## src/rtl/psi_sched_pkg.sv

```systemverilog
// psi_sched_pkg: shared constants, FSM state type and null-header helper for the PSI slot scheduler.
// Latency: n/a (types and constants only).
// Backpressure: n/a.
package psi_sched_pkg;

  localparam logic [7:0]  TS_SYNC       = 8'h47;
  localparam logic [12:0] NULL_PID      = 13'h1FFF;
  localparam int          WORDS_PER_PKT = 47;
  localparam logic [5:0]  LAST_WORD     = 6'(WORDS_PER_PKT - 1);

  typedef enum logic [1:0] {
    S_WAIT = 2'd0,  // between packets, looking for the next header word
    S_INS  = 2'd1,  // inside a granted null slot
    S_PASS = 2'd2   // inside a packet that is passed through untouched
  } sched_state_t;

  // Header word carries sync byte in [31:24] and the 13-bit PID in [20:8].
  function automatic logic is_null_hdr(input logic [31:0] word);
    return (word[31:24] == TS_SYNC) && (word[20:8] == NULL_PID);
  endfunction

endpackage

```

## src/rtl/psi_slot_scheduler_if.sv

```systemverilog
// psi_slot_scheduler_if: TS stream, timebase, channel config and slot-grant signals of the scheduler.
// Ports: master = stream/config source (ts_din*, tick_1ms, cfg_*), slave = scheduler (ins_*, pending).
// Optional PSI_SCHED_STATS_EN adds stat_clr (master -> slave) and stat_miss (slave -> master).
interface psi_slot_scheduler_if #(
  parameter int NCH = 4,
  parameter int CW  = 2,
  parameter int IW  = 16
);
  logic [31:0]    ts_din;
  logic           ts_din_en;
  logic           tick_1ms;
  logic           cfg_wr;
  logic [CW-1:0]  cfg_chan;
  logic           cfg_enable;
  logic [IW-1:0]  cfg_interval;
  logic           ins_start;
  logic           ins_active;
  logic [CW-1:0]  ins_sel;
  logic           ins_abort;
  logic [NCH-1:0] pending;
`ifdef PSI_SCHED_STATS_EN
  logic             stat_clr;
  logic [NCH*8-1:0] stat_miss;

  modport master (
    output ts_din, ts_din_en, tick_1ms, cfg_wr, cfg_chan, cfg_enable, cfg_interval, stat_clr,
    input  ins_start, ins_active, ins_sel, ins_abort, pending, stat_miss
  );
  modport slave (
    input  ts_din, ts_din_en, tick_1ms, cfg_wr, cfg_chan, cfg_enable, cfg_interval, stat_clr,
    output ins_start, ins_active, ins_sel, ins_abort, pending, stat_miss
  );
`else
  modport master (
    output ts_din, ts_din_en, tick_1ms, cfg_wr, cfg_chan, cfg_enable, cfg_interval,
    input  ins_start, ins_active, ins_sel, ins_abort, pending
  );
  modport slave (
    input  ts_din, ts_din_en, tick_1ms, cfg_wr, cfg_chan, cfg_enable, cfg_interval,
    output ins_start, ins_active, ins_sel, ins_abort, pending
  );
`endif
endinterface

```

## src/rtl/psi_rr_arbiter.sv

```systemverilog
// psi_rr_arbiter: round-robin picker, first set req bit searched upward from ptr+1 with wrap.
// Latency: purely combinational.
// Ports: req[NCH], ptr[CW] in; gnt_idx[CW], gnt_valid out. No backpressure.
module psi_rr_arbiter #(
  parameter int NCH = 4,
  parameter int CW  = 2
) (
  input  logic [NCH-1:0] req,
  input  logic [CW-1:0]  ptr,
  output logic [CW-1:0]  gnt_idx,
  output logic           gnt_valid
);

  // Two descending scans: the lowest requester at or below ptr is the wrap-around
  // fallback; the lowest requester above ptr, if any, overrides it.
  always_comb begin
    gnt_idx   = '0;
    gnt_valid = 1'b0;
    for (int i = NCH - 1; i >= 0; i--) begin
      if (req[i] && (CW'(i) <= ptr)) begin
        gnt_idx   = CW'(i);
        gnt_valid = 1'b1;
      end
    end
    for (int i = NCH - 1; i >= 0; i--) begin
      if (req[i] && (CW'(i) > ptr)) begin
        gnt_idx   = CW'(i);
        gnt_valid = 1'b1;
      end
    end
  end

endmodule

```

## src/rtl/psi_slot_scheduler.sv

```systemverilog
// psi_slot_scheduler: per-channel repetition timers; grants each null TS packet slot round-robin to a pending table.
// Latency: ins_start/ins_active rise 1 cycle after the null header word and cover 47 cycles (1-cycle-delayed data).
// Backpressure: none, stream is never stalled; ts_din_en falling mid-slot pulses ins_abort and re-arms the channel.
// Ports: clk, rst (async active-high); bus = psi_slot_scheduler_if.slave (stream, tick, cfg, ins_*, pending).
// Option: define PSI_SCHED_STATS_EN for stat_clr / stat_miss (saturating lost-expiry counters, 8 bit per channel).
module psi_slot_scheduler
  import psi_sched_pkg::*;
#(
  parameter int NCH = 4,
  parameter int CW  = 2,
  parameter int IW  = 16
) (
  input logic                clk,
  input logic                rst,
  psi_slot_scheduler_if.slave bus
);

  // ---------------- stream position ----------------
  logic [5:0] wcnt;
  logic       hdr;
  logic       last_word;

  assign hdr       = bus.ts_din_en && (wcnt == 6'd0);
  assign last_word = bus.ts_din_en && (wcnt == LAST_WORD);

  // Wraps after the 47th word so gap-free back-to-back packets still find their headers.
  always_ff @(posedge clk or posedge rst) begin
    if (rst)                 wcnt <= 6'd0;
    else if (!bus.ts_din_en) wcnt <= 6'd0;
    else if (last_word)      wcnt <= 6'd0;
    else                     wcnt <= wcnt + 6'd1;
  end

  // ---------------- state / registered outputs ----------------
  sched_state_t   state;
  logic           ins_start_q;
  logic           ins_active_q;
  logic [CW-1:0]  ins_sel_q;
  logic           ins_abort_q;
  logic [CW-1:0]  rr_ptr;
  logic [NCH-1:0] pend;

  logic [CW-1:0]  gnt_idx;
  logic           gnt_valid;
  logic           grant_take;
  logic           abort_take;

  psi_rr_arbiter #(.NCH(NCH), .CW(CW)) u_arb (
    .req       (pend),
    .ptr       (rr_ptr),
    .gnt_idx   (gnt_idx),
    .gnt_valid (gnt_valid)
  );

  assign grant_take = (state == S_WAIT) && hdr && is_null_hdr(bus.ts_din) && gnt_valid;
  assign abort_take = (state == S_INS) && !bus.ts_din_en;

  // ---------------- channel timers ----------------
  logic           chan_en [NCH];
  logic [IW-1:0]  ivl     [NCH];
  logic [IW-1:0]  cnt     [NCH];
  logic [NCH-1:0] cfg_hit;
  logic [NCH-1:0] counting;
  logic [NCH-1:0] expire;

  always_comb begin
    cfg_hit  = '0;
    counting = '0;
    expire   = '0;
    for (int i = 0; i < NCH; i++) begin
      cfg_hit[i]  = bus.cfg_wr && (bus.cfg_chan == CW'(i));
      counting[i] = chan_en[i] && (ivl[i] != '0);
      // A config write to the same channel swallows the tick.
      expire[i]   = counting[i] && !cfg_hit[i] && bus.tick_1ms && (cnt[i] <= IW'(1));
    end
  end

  always_ff @(posedge clk or posedge rst) begin
    if (rst) begin
      pend <= '0;
      for (int i = 0; i < NCH; i++) begin
        chan_en[i] <= 1'b0;
        ivl[i]     <= '0;
        cnt[i]     <= '0;
      end
    end else begin
      for (int i = 0; i < NCH; i++) begin
        if (cfg_hit[i]) begin
          chan_en[i] <= bus.cfg_enable;
          ivl[i]     <= bus.cfg_interval;
          cnt[i]     <= bus.cfg_interval;
          pend[i]    <= 1'b0;
        end else if (!counting[i]) begin
          pend[i] <= 1'b0;
        end else begin
          if (bus.tick_1ms) cnt[i] <= expire[i] ? ivl[i] : cnt[i] - IW'(1);
          // A fresh expiry outranks the grant clearing this channel's flag.
          if (expire[i])                                     pend[i] <= 1'b1;
          else if (grant_take && (gnt_idx == CW'(i)))        pend[i] <= 1'b0;
          else if (abort_take && (ins_sel_q == CW'(i)))      pend[i] <= 1'b1;
        end
      end
    end
  end

  // ---------------- slot FSM ----------------
  always_ff @(posedge clk or posedge rst) begin
    if (rst) begin
      state        <= S_WAIT;
      ins_start_q  <= 1'b0;
      ins_active_q <= 1'b0;
      ins_sel_q    <= '0;
      ins_abort_q  <= 1'b0;
      rr_ptr       <= CW'(NCH - 1);
    end else begin
      ins_start_q <= 1'b0;
      ins_abort_q <= 1'b0;
      case (state)
        S_WAIT: begin
          // ins_active is held through the cycle after the last word so it spans
          // the delayed copy of all 47 words; it drops here unless a new slot begins.
          ins_active_q <= 1'b0;
          if (grant_take) begin
            state        <= S_INS;
            ins_start_q  <= 1'b1;
            ins_active_q <= 1'b1;
            ins_sel_q    <= gnt_idx;
            rr_ptr       <= gnt_idx;
          end else if (hdr) begin
            state <= S_PASS;
          end
        end
        S_INS: begin
          if (!bus.ts_din_en) begin
            ins_abort_q  <= 1'b1;
            ins_active_q <= 1'b0;
            state        <= S_WAIT;
          end else if (last_word) begin
            state <= S_WAIT;
          end
        end
        S_PASS: begin
          if (!bus.ts_din_en || last_word) state <= S_WAIT;
        end
        default: state <= S_WAIT;
      endcase
    end
  end

  assign bus.ins_start  = ins_start_q;
  assign bus.ins_active = ins_active_q;
  assign bus.ins_sel    = ins_sel_q;
  assign bus.ins_abort  = ins_abort_q;
  assign bus.pending    = pend;

`ifdef PSI_SCHED_STATS_EN
  // ---------------- lost-expiry statistics ----------------
  logic [7:0]     miss_cnt [NCH];
  logic [NCH-1:0] lost;

  assign lost = expire & pend;

  always_ff @(posedge clk or posedge rst) begin
    if (rst) begin
      for (int i = 0; i < NCH; i++) miss_cnt[i] <= 8'd0;
    end else begin
      for (int i = 0; i < NCH; i++) begin
        if (bus.stat_clr)                           miss_cnt[i] <= 8'd0;
        else if (lost[i] && (miss_cnt[i] != 8'hFF)) miss_cnt[i] <= miss_cnt[i] + 8'd1;
      end
    end
  end

  for (genvar g = 0; g < NCH; g++) begin : g_stat
    assign bus.stat_miss[g*8 +: 8] = miss_cnt[g];
  end
`endif

endmodule

```

## src/flat_wrapper.sv

```systemverilog
// flat-port wrapper written by rule: the top's interface ports become plain ports
module psi_slot_scheduler_flat import psi_sched_pkg::*;
#(
  parameter int NCH = 4,
  parameter int CW  = 2,
  parameter int IW  = 16
)
  (clk, rst, bus_ts_din, bus_ts_din_en, bus_tick_1ms, bus_cfg_wr, bus_cfg_chan, bus_cfg_enable, bus_cfg_interval, bus_ins_start, bus_ins_active, bus_ins_sel, bus_ins_abort, bus_pending);
  psi_slot_scheduler_if #(.NCH(NCH), .CW(CW), .IW(IW)) bus_i ();
  input logic clk;
  input logic rst;
  input wire logic [$bits(bus_i.ts_din)-1:0] bus_ts_din;
  input wire logic [$bits(bus_i.ts_din_en)-1:0] bus_ts_din_en;
  input wire logic [$bits(bus_i.tick_1ms)-1:0] bus_tick_1ms;
  input wire logic [$bits(bus_i.cfg_wr)-1:0] bus_cfg_wr;
  input wire logic [$bits(bus_i.cfg_chan)-1:0] bus_cfg_chan;
  input wire logic [$bits(bus_i.cfg_enable)-1:0] bus_cfg_enable;
  input wire logic [$bits(bus_i.cfg_interval)-1:0] bus_cfg_interval;
  output wire logic [$bits(bus_i.ins_start)-1:0] bus_ins_start;
  output wire logic [$bits(bus_i.ins_active)-1:0] bus_ins_active;
  output wire logic [$bits(bus_i.ins_sel)-1:0] bus_ins_sel;
  output wire logic [$bits(bus_i.ins_abort)-1:0] bus_ins_abort;
  output wire logic [$bits(bus_i.pending)-1:0] bus_pending;
  assign bus_i.ts_din = bus_ts_din;
  assign bus_i.ts_din_en = bus_ts_din_en;
  assign bus_i.tick_1ms = bus_tick_1ms;
  assign bus_i.cfg_wr = bus_cfg_wr;
  assign bus_i.cfg_chan = bus_cfg_chan;
  assign bus_i.cfg_enable = bus_cfg_enable;
  assign bus_i.cfg_interval = bus_cfg_interval;
  assign bus_ins_start = bus_i.ins_start;
  assign bus_ins_active = bus_i.ins_active;
  assign bus_ins_sel = bus_i.ins_sel;
  assign bus_ins_abort = bus_i.ins_abort;
  assign bus_pending = bus_i.pending;
  psi_slot_scheduler #(.NCH(NCH), .CW(CW), .IW(IW)) u_core (.clk(clk), .rst(rst), .bus(bus_i));
endmodule
```

## config.mk

```make
export PLATFORM = sky130hd
export DESIGN_NAME = psi_slot_scheduler_flat
export DESIGN_NICKNAME = d
export VERILOG_FILES = /design/src/rtl/psi_sched_pkg.sv /design/src/rtl/psi_slot_scheduler_if.sv /design/src/rtl/psi_rr_arbiter.sv /design/src/rtl/psi_slot_scheduler.sv /design/src/flat_wrapper.sv
export SDC_FILE = /design/constraint.sdc
export NUM_CORES = 1
export LEC_CHECK = 0
export CAP_MARGIN = 20
export CORE_ASPECT_RATIO = 2
export CORE_MARGIN = 2
export CORE_UTILIZATION = 63
export DETAILED_ROUTE_END_ITERATION = 12
export PLACE_DENSITY = 0.95
export SLEW_MARGIN = 10
export SYNTH_ARGS = -nofsm -noshare
export SYNTH_HDL_FRONTEND = slang
export SYNTH_SLANG_ARGS = --single-unit
```

## constraint.sdc

```tcl
create_clock -name clk -period 13.9 [get_ports clk]
set_input_delay 2.78 -clock clk [delete_from_list [all_inputs] [get_ports clk]]
set_output_delay 2.78 -clock clk [all_outputs]
set_load 0.01 [all_outputs]
```

## Word-level counts from Yosys, hierarchy flattened

Cells that the tools add are included.

- Bits of input ports: 56
- Output and inout bits: 9
- Flip-flop bits (word level): 151
- Logic and storage cells: 202

- Add/sub/neg operators: 5
- Equal/unequal tests: 22
- Reduce and logical (&&, ||, !) cells: 74
- Muxes and demuxes: 66
- Magnitude comparators: 12

Operator list:

| operator | number |
|---|---|
| 16-bit 2-to-1 mux | 16 |
| 16-bit by 1-bit <= comparator with 1-bit output (second input constant) | 4 |
| 16-bit nonzero test | 4 |
| 16-bit by 1-bit subtractor with 16-bit output (second input constant) | 4 |
| 1-bit logical AND | 43 |
| 1-bit 2-to-1 mux | 33 |
| 2-bit 2-to-1 mux | 13 |
| 5-bit by 4-bit inequality test with 1-bit output (second input constant) | 4 |
| 2-bit nonzero test | 9 |
| 2-bit == test (second input constant) | 7 |
| 13-bit == test (second input constant) | 1 |
| 6-bit 2-to-1 mux | 2 |
| 2-bit AND reduction | 6 |
| 2-bit by 1-bit == test with 1-bit output (second input constant) | 4 |
| 8-bit by 7-bit == test with 1-bit output (second input constant) | 1 |
| 2-bit logical NOT | 4 |
| 6-bit by 1-bit adder with 6-bit output (second input constant) | 1 |
| 6-bit == test (second input constant) | 1 |
| 6-bit logical NOT | 1 |
| 2-bit case mux with 3 select lines | 1 |
| 1-bit logical NOT | 5 |
| 1-bit by 2-bit greater-than comparator with 1-bit output (first input constant) | 2 |
| 2-bit greater-than comparator (first input constant) | 2 |
| 1-bit by 2-bit <= comparator with 1-bit output (first input constant) | 2 |
| 8 further kinds | 9 |

## Logic depth before layout (Yosys ltp)

Gate-level depths: netlist of run 1.

- Depth after elaboration: 16
- Depth in mapped cells: 10

## Hierarchy

From an unflattened synthesis of run 1, not the netlist that was laid out.

- Cell total of the unflattened synthesis: 993
- Area, all modules: 8364.3 sq um

By module, submodules not included:

| module | area each (sq um) | cells each | seq. area each (sq um) | times used |
|---|---|---|---|---|
| psi_slot_scheduler | 8282.9 | 979 | 3781.1 | 1 |
| psi_rr_arbiter | 81.3 | 14 | 0.0 | 1 |

## Worst setup path after synthesis of run 1

OpenSTA, ideal clock, no wires.

- Path kind: input to register
- Start point: input bus_ts_din[27]
- End point: register u_core.pend[2], in the netlist u_core.bus.pending[2]
- Arrival: 4.164 ns
- Setup slack: 9.605 ns
- Data required time: 13.768 ns
- Buffers on the path: 0
- Cell stages on the path: 6
- Cells stage by stage: or4b_1 -> nor4_1 -> and3_1 -> nand2_1 -> o22ai_1 -> a211oi_1

- Longest elaborated chain between the ends: 9
- Elaborated cells between the ends (all ways): 10
- Those cells by class: eq/ne: 2; mux: 4; reduce/logical: 4

RTL lines:

| what | RTL line | RTL |
|---|---|---|
| start, declared | flat_wrapper.sv:12 | `input wire logic [$bits(bus_i.ts_din)-1:0] bus_ts_din;` |
| 8-bit by 7-bit == test with 1-bit output (*) | psi_sched_pkg.sv:19 | `return (word[31:24] == TS_SYNC) && (word[20:8] == NULL_PID);` |
| 1-bit logical AND (*) | psi_sched_pkg.sv:19 |  |
| 1-bit logical AND (*) (2 in series) | psi_slot_scheduler.sv:55 | `assign grant_take = (state == S_WAIT) && hdr && is_null_hdr(bus.ts_din) && gnt_valid;` |
| 1-bit logical AND (*) | psi_slot_scheduler.sv:99 | `else if (grant_take && (gnt_idx == CW'(i))) pend[i] <= 1'b0;` |
| 1-bit 2-to-1 mux | psi_slot_scheduler.sv:99 |  |
| 1-bit 2-to-1 mux | psi_slot_scheduler.sv:98 | `if (expire[i]) pend[i] <= 1'b1;` |
| 1-bit 2-to-1 mux | psi_slot_scheduler.sv:93 | `end else if (!counting[i]) begin` |
| 1-bit 2-to-1 mux | psi_slot_scheduler.sv:88 | `if (cfg_hit[i]) begin` |
| end signal, assigned by index | psi_slot_scheduler.sv:94 | `pend[i] <= 1'b0;` |
| end signal, assigned by index | psi_slot_scheduler.sv:98 |  |
| end signal, assigned by index | psi_slot_scheduler.sv:99 |  |
| end, declared | psi_slot_scheduler.sv:41 | `logic [NCH-1:0] pend;` |

Every way passes the cells marked *; elsewhere a longest branch is shown, timed or not.
A chain may end at the register's enable or synchronous reset.

## Worst setup path after layout of run 1

Ends and elaborated chain as after synthesis.

==> impl_metrics.py, run 1 <==
metrics = {
    "floorplanning": {
        "io-pin-count": 65,
        "initial_core_util_pct": 64.6,
        "die_w_microns": 84.5,
        "core_sq_mm": 0.0126,
        "die_area_sq_mm": 0.0139,
        "die_h_microns": 165,
        "num_rows": 58,
    },
    "placed_design": {
        "place_inst": 1124,
        "dpl_cell_area_sq_mm": 0.00874,
        "portBuffers": 53,
        "dpl.hpwl_microns": 15300,
        "gp_routability_congestion": 0.923,
    },
    "finish": {
        "nFillCells": 874,
        "nets": 1060,
        "area_growth_pct": 14.2,
        "n_antenna_cell": 0,
        "drive_gt1_share_pct": 5.77,
        "final_cell_mix": "264 x nand2_1, 149 x dfrtp_1, 78 x nor2_1",
        "fin_area_sq_mm": 0.00932,
        "stdcell_count": 1156,
        "final_common_cell": "nand2_1",
    },
    "power": {
        "seqPwrFrac_pct": 44.3,
        "power_mw": 1.46,
        "irDropWorstVdd_v": 0.000106,
        "p_sw_uw": 517,
        "power_density_mw_per_mm2": 156,
        "power_frac_clock_pct": 30.9,
        "leakagePower_nw": 4.22,
        "swShare_pct": 35.5,
        "combPwrFrac_pct": 24.8,
        "power.internal_uw": 940,
    },
    "job": {
        "cap_viol_max_count": 0,
    },
    "critical_path": {
        "worstPathRequired_ns": 14.20,
        "criticalPathCategory": "in -> reg",
        "cp_cell_sequence": "clkdlybuf4s50_1 -> or4b_1 -> nor4_1 -> and3_1 -> nand2_1 -> o22ai_1 -> a211oi_1",
        "endpoint_kind": "flip-flop",
        "critPathMaxFanout": 3,
        "startpoint_type": "primary input",
        "critPathMaxStageDelay_ns": 0.52,
        "crit_slowest_cell": "or4b_1",
        "critPathArrivalTime_ns": 4.99,
    },
    "yosys": {
        "synth.avg_cell_area_sq_um": 8.51,
        "synth_nets": 1026,
        "yosys_warnings": 0,
        "synth_area_leaders": "dfrtp_1 46%, nand2_1 12%, nor2_1 3.6%",
        "synth_top_family_by_area": "simple AND/OR/NAND/NOR gates",
        "yosys-mux-area-fraction_pct": 1.06,
        "syn_inst": 959,
        "yosys.area.top_type_share_pct": 45.7,
        "ys.flop_type": "dfrtp_1",
        "ys_seq_area_share_pct": 46.3,
        "synth_cell_types": 64,
        "syn_area_sq_mm": 0.00816,
        "synthAdderAreaFrac_pct": 1.69,
        "synth_compound_area_share_pct": 16.0,
        "synth-seq-cells": 151,
        "synth_top_cell_by_area": "dfrtp_1",
        "synth-simple-area-share_pct": 28.2,
        "async_flop_share_pct": 100,
        "synth_edf_count": 0,
        "synth-xor-area-share_pct": 3.22,
    },
    "cts": {
        "cts.clk_slew.worst_paths_ns": 0.06,
        "cts_tree": "built",
        "ctsHoldBuffers": 0,
        "clk_latency_ns": 0.43,
        "cts_root_buf": "clkbuf_16",
        "cts_sinks": 151,
        "htreeDepth": 4,
        "cts_inserted_buffers": 17,
        "cts-resized-gates": 0,
        "cts_setup_buffers": 0,
        "cts_buffer_depth": 2,
    },
    "sta": {
        "fin_crit_sh_pct": 33.7,
        "period_needed_ns": 4.69,
        "fin_tns_setup_ns": 0,
        "fin_worst_skew_ns": 0.00969,
        "grt_setup_unrepaired": "no",
        "setup_violations": 0,
        "maxSlewHeadroom_pct": 35.4,
        "tightest_slew_ns": 0.969,
        "final-max-slew-violation-count": 0,
        "hold_violations": 0,
        "fmax_mhz": 213,
    },
    "global_route": {
        "gr-usage-all-layers_pct": 34.4,
        "grt_pass1_wl_microns": 37500,
        "antenna_found_initial": 0,
        "grt.overflow.total": 0,
        "grt_pass1_vias": 7672,
        "grt_max_degree": 77,
    },
    "drt": {
        "firstDrtPassIters": 7,
        "drtIter0Drc": 961,
        "routedWlPerCell_microns": 20.0,
        "remaining_drc_errors": 0,
        "vias": 7876,
        "final_antenna_net_count": 0,
        "wl_microns": 23200,
        "viasPerCell": 6.81,
    },
    "worst_hold_path": {
        "hold_class": "reg -> reg",
    },
    "outcome": {
        "status": "complete, no violations",
    },
}
-- power groups by stage --
| stage | clock [mW] | sequential [mW] | combinational [mW] |
|---|---|---|---|
| floorplan | 0 | 0.614 | 0.273 |
| global placement | 0 | 0.640 | 0.328 |
| detailed placement | 0 | 0.644 | 0.346 |
| CTS | 0.450 | 0.640 | 0.356 |
| global route | 0.471 | 0.658 | 0.401 |
| finish | 0.450 | 0.647 | 0.361 |
-- sequential cells by signal, indices dropped and copies added, names as in the netlist --
signal	flops
u_core.bus.ins_abort	1
u_core.bus.ins_active	1
u_core.bus.ins_sel	2
u_core.bus.ins_start	1
u_core.bus.pending	4
u_core.chan_en	4
u_core.cnt	64
u_core.ivl	64
u_core.rr_ptr	2
u_core.state	2
u_core.wcnt	6
-- per-layer routing --
metal  track usage [%]  share of wire (%)  vias up
met5                 0                  0        -
met4              23.9                8.0        0
met3              7.45                8.9      158
met2              57.7                 50      533
met1              38.7                 33     3719
li1                  -                  -     3466
-- cell usage after synthesis, types with 3 or more instances --
| cell type | count |
|---|---|
| nand2b_1 | 7 |
| o221ai_1 | 3 |
| buf_2 | 9 |
| nand3_1 | 34 |
| o31ai_1 | 6 |
| dfrtp_1 | 149 |
| ha_1 | 11 |
| a221o_1 | 4 |
| xnor2_1 | 15 |
| and2_1 | 6 |
| o22ai_1 | 7 |
| nand4_1 | 13 |
| clkbuf_1 | 32 |
| o21ai_1 | 31 |
| o21a_1 | 10 |
| or4_1 | 11 |
| nor3_1 | 28 |
| inv_1 | 21 |
| o311ai_1 | 4 |
| a211oi_1 | 9 |
| nor2b_1 | 3 |
| a22oi_1 | 9 |
| o211ai_1 | 23 |
| mux2i_1 | 6 |
| nor4_1 | 30 |
| a2bb2oi_1 | 13 |
| nor3b_1 | 6 |
| a221oi_1 | 4 |
| buf_6 | 4 |
| xor2_1 | 15 |
| o21ai_0 | 22 |
| nand2_1 | 264 |
| nor2_1 | 78 |
| a21oi_1 | 27 |
| and3_1 | 5 |
-- through the flow --
| stage | setup WS (ns) | hold WS [ns] | util, % |
|---|---|---|---|
| floorplan | 7.06 | 0.450 | - |
| global placement | 8.95 | 0.473 | 69.2 |
| detailed placement | 8.80 | 0.479 | 69.2 |
| CTS | 9.24 | 0.488 | 73.8 |
| global route | 9.10 | 0.501 | 73.8 |
| finish | 9.21 | 0.486 | 73.8 |
-- kinds of logic after synthesis --
group                      after synthesis
AOI/OAI and AO/OA                      191
DFF                                    151
and+or+nand+nor                        501
muxes                                    8
buffers and inverters                   67
adders and majority gates               11
xor gates and xnor gates                30
-- layout make-up --
type                    instances  area [sq um]  share of cell area, %
well taps                     150           188                   2.01
repair buffers                 61           591                   6.34
clock inverters                13           123                   1.32
clock buffers                  19           453                   4.86
flip-flops and latches        151          3780                   40.6
inverters                      21          83.8                  0.900
multi-input cells             741          4100                   44.0
-- critical path, delay by kind of cell --
| kind | cells | cell delay (ns) |
|---|---|---|
| buffers and inverters | 1 | 0.39 |
| AND/OR/NAND/NOR | 4 | 1.44 |
| AO/OA/AOI/OAI | 2 | 0.37 |
-- worst paths after layout --
path,startpoint,endpoint,slack [ns],cells after the start
worst min-delay path,u_core.state[0],u_core.state[1],0.49,1
worst max-delay path,bus_ts_din[27],u_core.bus.pending[2],9.21,7
max in group asynchronous,rst,u_core.cnt[2],9.65,3
worst max register to register,u_core.cnt[8],u_core.cnt[14],10.95,6
worst min register to register,u_core.state[0],u_core.state[1],0.49,1
min in group asynchronous,rst,u_core.cnt[44],2.81,2
No activity file was read; power rests on OpenSTA's default activity.
==> inputs of run 2 (changes only) <==
--- a/config.mk
+++ b/config.mk
@@ -8,9 +8,9 @@
 export CAP_MARGIN = 20
 export CORE_ASPECT_RATIO = 2
 export CORE_MARGIN = 2
-export CORE_UTILIZATION = 63
+export CORE_UTILIZATION = 53
 export DETAILED_ROUTE_END_ITERATION = 12
-export PLACE_DENSITY = 0.95
+export PLACE_DENSITY = 0.87
 export SLEW_MARGIN = 10
 export SYNTH_ARGS = -nofsm -noshare
 export SYNTH_HDL_FRONTEND = slang
==> constraint.sdc (replaced) <==
create_clock -name clk -period 4.2 [get_ports clk]
set_input_delay 0.84 -clock clk [delete_from_list [all_inputs] [get_ports clk]]
set_output_delay 0.84 -clock clk [all_outputs]
set_load 0.01 [all_outputs]
==> impl_metrics.py, run 2 (synthesis results as in run 1) <==
metrics = {
    "critical_path": {
        "criticalPathCategory": "reg -> reg",
        "endpoint_kind": "flip-flop",
        "worstPathRequired_ns": 4.51,
        "regToRegSetupSlack_ns": 1.28,
        "critPathArrivalTime_ns": 3.22,
        "rr_worst_depth": 6,
        "r2r-start": "u_core.cnt[9]",
        "r2r_end": "u_core.cnt[15]",
        "startpoint_type": "flip-flop",
        "critPathMaxFanout": 31,
    },
    "placed_design": {
        "dpl.hpwl_microns": 15500,
        "portBuffers": 53,
        "gp_routability_congestion": 0.904,
        "place_inst": 1175,
    },
    "sta": {
        "hold_violations": 0,
        "setup_violations": 0,
        "period_needed_ns": 2.92,
        "maxSlewHeadroom_pct": 35.2,
        "fin_tns_setup_ns": 0,
        "final-max-slew-violation-count": 0,
        "grt_setup_unrepaired": "no",
        "tightest_slew_ns": 0.970,
        "fmax_mhz": 343,
        "fin_crit_sh_pct": 69.5,
        "fin_worst_skew_ns": 0.0131,
    },
    "global_route": {
        "grt.overflow.total": 0,
        "grt_pass1_wl_microns": 36200,
        "gr-usage-all-layers_pct": 27.6,
        "antenna_found_initial": 0,
        "grt_pass1_vias": 7386,
        "grt_max_degree": 72,
    },
    "drt": {
        "final_antenna_net_count": 0,
        "vias": 7557,
        "drtIter0Drc": 559,
        "routedWlPerCell_microns": 18.6,
        "firstDrtPassIters": 5,
        "viasPerCell": 6.26,
        "remaining_drc_errors": 0,
        "wl_microns": 22500,
    },
    "finish": {
        "n_antenna_cell": 0,
        "nFillCells": 1269,
        "area_growth_pct": 15.2,
        "final_cell_mix": "264 x nand2_1, 149 x dfrtp_1, 78 x nor2_1",
        "top_regs": "u_core.cnt x64, u_core.ivl x64, u_core.wcnt x6",
        "nets": 1063,
        "stdcell_count": 1207,
        "drive_gt1_share_pct": 5.85,
        "final_common_cell": "nand2_1",
    },
    "power": {
        "leakagePower_nw": 4.22,
        "irDropWorstVdd_v": 0.000310,
        "power_density_mw_per_mm2": 510,
    },
    "cts": {
        "htreeDepth": 4,
        "cts_root_buf": "clkbuf_16",
        "cts.clk_slew.worst_paths_ns": 0.06,
        "ctsHoldBuffers": 0,
        "cts_buffer_depth": 2,
        "cts-resized-gates": 0,
        "clk_latency_ns": 0.43,
        "cts_sinks": 151,
        "cts_setup_buffers": 0,
        "cts_tree": "built",
        "cts_inserted_buffers": 17,
    },
    "worst_hold_path": {
        "hold_class": "reg -> reg",
        "hp-start": "u_core.wcnt[0]",
        "worstHoldPathCells": 1,
        "whs_endpoint": "u_core.wcnt[0]",
    },
    "floorplanning": {
        "initial_core_util_pct": 53.7,
        "die_w_microns": 91.8,
        "core_sq_mm": 0.0152,
        "io-pin-count": 65,
        "die_area_sq_mm": 0.0165,
        "die_h_microns": 180,
        "num_rows": 64,
    },
    "job": {
        "cap_viol_max_count": 0,
    },
    "outcome": {
        "status": "complete, no violations",
    },
}
==> run 2: power by group <==
group	internal [mW]	switching, mW
sequential	1.75	0.383
combinational	0.509	0.666
clock	0.839	0.646
==> run 2: per-stage QoR <==
| step | worst slack, ns | hold slack, ns | power [mW] | cell area [sq um] | utilization, % |
|---|---|---|---|---|---|
| floorplan | 1.46 | 0.450 | 2.94 | 8170 | - |
| global placement | 1.08 | 0.470 | 3.22 | 8840 | 58.1 |
| detailed placement | 1.10 | 0.486 | 3.28 | 8840 | 58.1 |
| CTS | 1.34 | 0.496 | 4.77 | 9400 | 61.8 |
| global route | 1.11 | 0.513 | 5.04 | 9400 | 61.8 |
| finish | 1.28 | 0.494 | 4.80 | 9400 | 61.8 |
==> run 2: worst max path at each step <==
stage	startpoint	endpoint	slack (ns)
global route	u_core.cnt[9]	u_core.cnt[15]	1.11
global placement	bus_ts_din[27]	u_core.bus.pending[2]	1.08
finish	u_core.cnt[9]	u_core.cnt[15]	1.28
detailed placement	bus_ts_din[27]	u_core.bus.pending[0]	1.10
floorplan	rst	u_core.bus.ins_abort	1.46
CTS	u_core.ivl[17]	u_core.cnt[28]	1.34
==> run 2: critical path, stage by stage, from the launching register on <==
cell      delay, ns
dfrtp_1        0.45
or4_1          0.60
nor3_1         0.40
nand3_2        0.65
nor2_1         0.32
a211oi_1       0.09
a221o_1        0.29
==> run 2: layout make-up <==
type | count | area, sq um | share of cell area (%)
multi-input cells | 741 | 4100 | 43.6
flip-flops and latches | 151 | 3780 | 40.2
repair buffers | 64 | 626 | 6.65
clock buffers | 20 | 447 | 4.75
well taps | 198 | 248 | 2.64
clock inverters | 12 | 118 | 1.25
inverters | 21 | 82.6 | 0.878
==> run 2: routing by layer <==
layer	vias up	track usage, %	wire [microns]
li1	3450	-	-
met3	97	5.03	1460
met4	0	18.9	1550
met2	365	47.4	11500
met5	-	0	0
met1	3645	30.3	7900
==> inputs of run 3 (changes only) <==
--- a/config.mk
+++ b/config.mk
@@ -8,9 +8,9 @@
 export CAP_MARGIN = 20
 export CORE_ASPECT_RATIO = 2
 export CORE_MARGIN = 2
-export CORE_UTILIZATION = 53
+export CORE_UTILIZATION = 59
 export DETAILED_ROUTE_END_ITERATION = 12
-export PLACE_DENSITY = 0.87
+export PLACE_DENSITY = 0.91
 export SLEW_MARGIN = 10
 export SYNTH_ARGS = -nofsm -noshare
 export SYNTH_HDL_FRONTEND = slang
==> constraint.sdc (replaced) <==
create_clock -name clk -period 2.8 [get_ports clk]
set_input_delay 0.56 -clock clk [delete_from_list [all_inputs] [get_ports clk]]
set_output_delay 0.56 -clock clk [all_outputs]
set_load 0.01 [all_outputs]
==> impl_metrics.py, run 3 (synthesis results as in run 1) <==
metrics = {
    "outcome": {
        "status": "complete, no violations",
    },
    "power": {
        "power_density_mw_per_mm2": 783,
        "leakagePower_nw": 4.38,
        "power_mw": 7.51,
        "irDropWorstVdd_v": 0.000512,
    },
    "finish": {
        "n_antenna_cell": 0,
        "drive_gt1_share_pct": 8.03,
        "nets": 1088,
        "top_regs": "u_core.cnt x64, u_core.ivl x64, u_core.wcnt x6",
        "final_cell_mix": "264 x nand2_1, 149 x dfrtp_1, 78 x nor2_1",
        "stdcell_count": 1188,
        "final_common_cell": "nand2_1",
        "fin_area_sq_mm": 0.00959,
        "area_growth_pct": 17.5,
    },
    "drt": {
        "wl_microns": 23600,
        "firstDrtPassIters": 5,
        "vias": 7803,
        "remaining_drc_errors": 0,
        "drtIter0Drc": 1007,
        "viasPerCell": 6.57,
        "routedWlPerCell_microns": 19.9,
        "final_antenna_net_count": 0,
    },
    "sta": {
        "hold_violations": 0,
        "setup_slack_ns": 0.272,
        "period_needed_ns": 2.53,
        "maxSlewHeadroom_pct": 40.8,
        "tightest_slew_ns": 0.884,
        "fin_crit_sh_pct": 90.3,
        "fin_tns_setup_ns": 0,
        "fin_worst_skew_ns": 0.00819,
        "fmax_mhz": 396,
        "grt_setup_unrepaired": "no",
        "final-max-slew-violation-count": 0,
        "setup_violations": 0,
    },
    "placed_design": {
        "portBuffers": 53,
        "gp_routability_congestion": 0.917,
        "dpl_cell_area_sq_mm": 0.00896,
        "place_inst": 1157,
        "place_ws_ns": -0.0259,
        "dpl.hpwl_microns": 15700,
    },
    "floorplanning": {
        "die_h_microns": 170,
        "num_rows": 60,
        "die_w_microns": 87.2,
        "core_sq_mm": 0.0135,
        "die_area_sq_mm": 0.0148,
        "initial_core_util_pct": 60.4,
        "io-pin-count": 65,
    },
    "critical_path": {
        "worstPathRequired_ns": 3.09,
        "startpoint_type": "flip-flop",
        "path_buf_inv": 0,
        "critPathArrivalTime_ns": 2.82,
        "endpoint_kind": "flip-flop",
        "path_delay_family": "compound AO/OA/AOI/OAI gates",
        "criticalPathCategory": "reg -> reg",
        "critPathMaxFanout": 9,
        "critPathMaxStageDelay_ns": 0.65,
        "cp_cell_sequence": "or4_1 -> o41ai_4 -> nand2b_1 -> nor2_1 -> a222oi_1 -> o21ai_1",
        "crit_slowest_cell": "or4_1",
    },
    "cts": {
        "cts-resized-gates": 0,
        "cts_tree": "built",
        "cts_sinks": 151,
        "cts_root_buf": "clkbuf_16",
        "cts_setup_buffers": 0,
        "cts_inserted_buffers": 17,
        "ctsHoldBuffers": 0,
        "clk_latency_ns": 0.42,
        "htreeDepth": 4,
        "cts_buffer_depth": 2,
        "cts.clk_slew.worst_paths_ns": 0.06,
    },
    "global_route": {
        "grt_max_degree": 122,
        "grt_pass1_wl_microns": 38800,
        "grt_pass1_vias": 7962,
        "grt.overflow.total": 0,
        "antenna_found_initial": 0,
        "gr-usage-all-layers_pct": 33.7,
    },
    "worst_hold_path": {
        "hold_class": "reg -> reg",
    },
    "job": {
        "cap_viol_max_count": 0,
    },
}
[run 3: cell count changes in the layout (fill, tap and decap cells not counted), moves of 3 or more]
cell,delta
buf_4,+25
inv_6,-3
clkinvlp_4,-3
bufinv_16,+3
[run 3: where the power goes]
group | internal (mW) | switching (mW)
Combinational | 0.817 | 1.04
Sequential | 2.63 | 0.575
Clock | 1.54 | 0.916
[run 3: per-layer routing]
layer | up-vias | GRT usage (%) | part of all wire (%)
met5 | - | 0 | 0
met4 | 0 | 21.7 | 7.1
met3 | 128 | 7.61 | 7.4
met2 | 443 | 57.5 | 51
met1 | 3715 | 36.7 | 34
li1 | 3517 | - | -
[run 3: worst paths after layout]
| check | start | end | slack [ns] | cells past startpoint |
|---|---|---|---|---|
| hold / removal | u_core.wcnt[0] | u_core.wcnt[0] | 0.49 | 1 |
| setup reg to reg | u_core.ivl[24] | u_core.cnt[28] | 0.27 | 6 |
| max in group asynchronous | rst | u_core.cnt[48] | 1.60 | 3 |
| hold reg to reg | u_core.wcnt[0] | u_core.wcnt[0] | 0.49 | 1 |
| setup / recovery | u_core.ivl[24] | u_core.cnt[28] | 0.27 | 6 |
| min in group asynchronous | rst | u_core.cnt[32] | 0.62 | 3 |
[run 3: area by class of cell]
type / count / area, sq um
Timing Repair Buffer: 89 / 813
Multi-Input combinational cell: 741 / 4090
Inverter: 21 / 82.6
Fill cell: 945 / 3920
Clock buffer: 20 / 457
Clock inverter: 11 / 173
Tap cell: 155 / 194
Sequential cell: 151 / 3780
[run 3: worst register-to-register path, cell delays in order, from the launching register on]
cell	delay, ns
dfrtp_1	0.41
or4_1	0.65
o41ai_4	0.58
nand2b_1	0.24
nor2_1	0.09
a222oi_1	0.32
o21ai_1	0.11
[run 3: metrics by stage]
| step | hold WS [ns] | utilization [%] |
|---|---|---|
| CTS | 0.494 | 71.0 |
| global route | 0.509 | 71.0 |
| floorplan | 0.450 | - |
| finish | 0.493 | 71.0 |
| global placement | 0.463 | 66.3 |
| detailed placement | 0.486 | 66.3 |
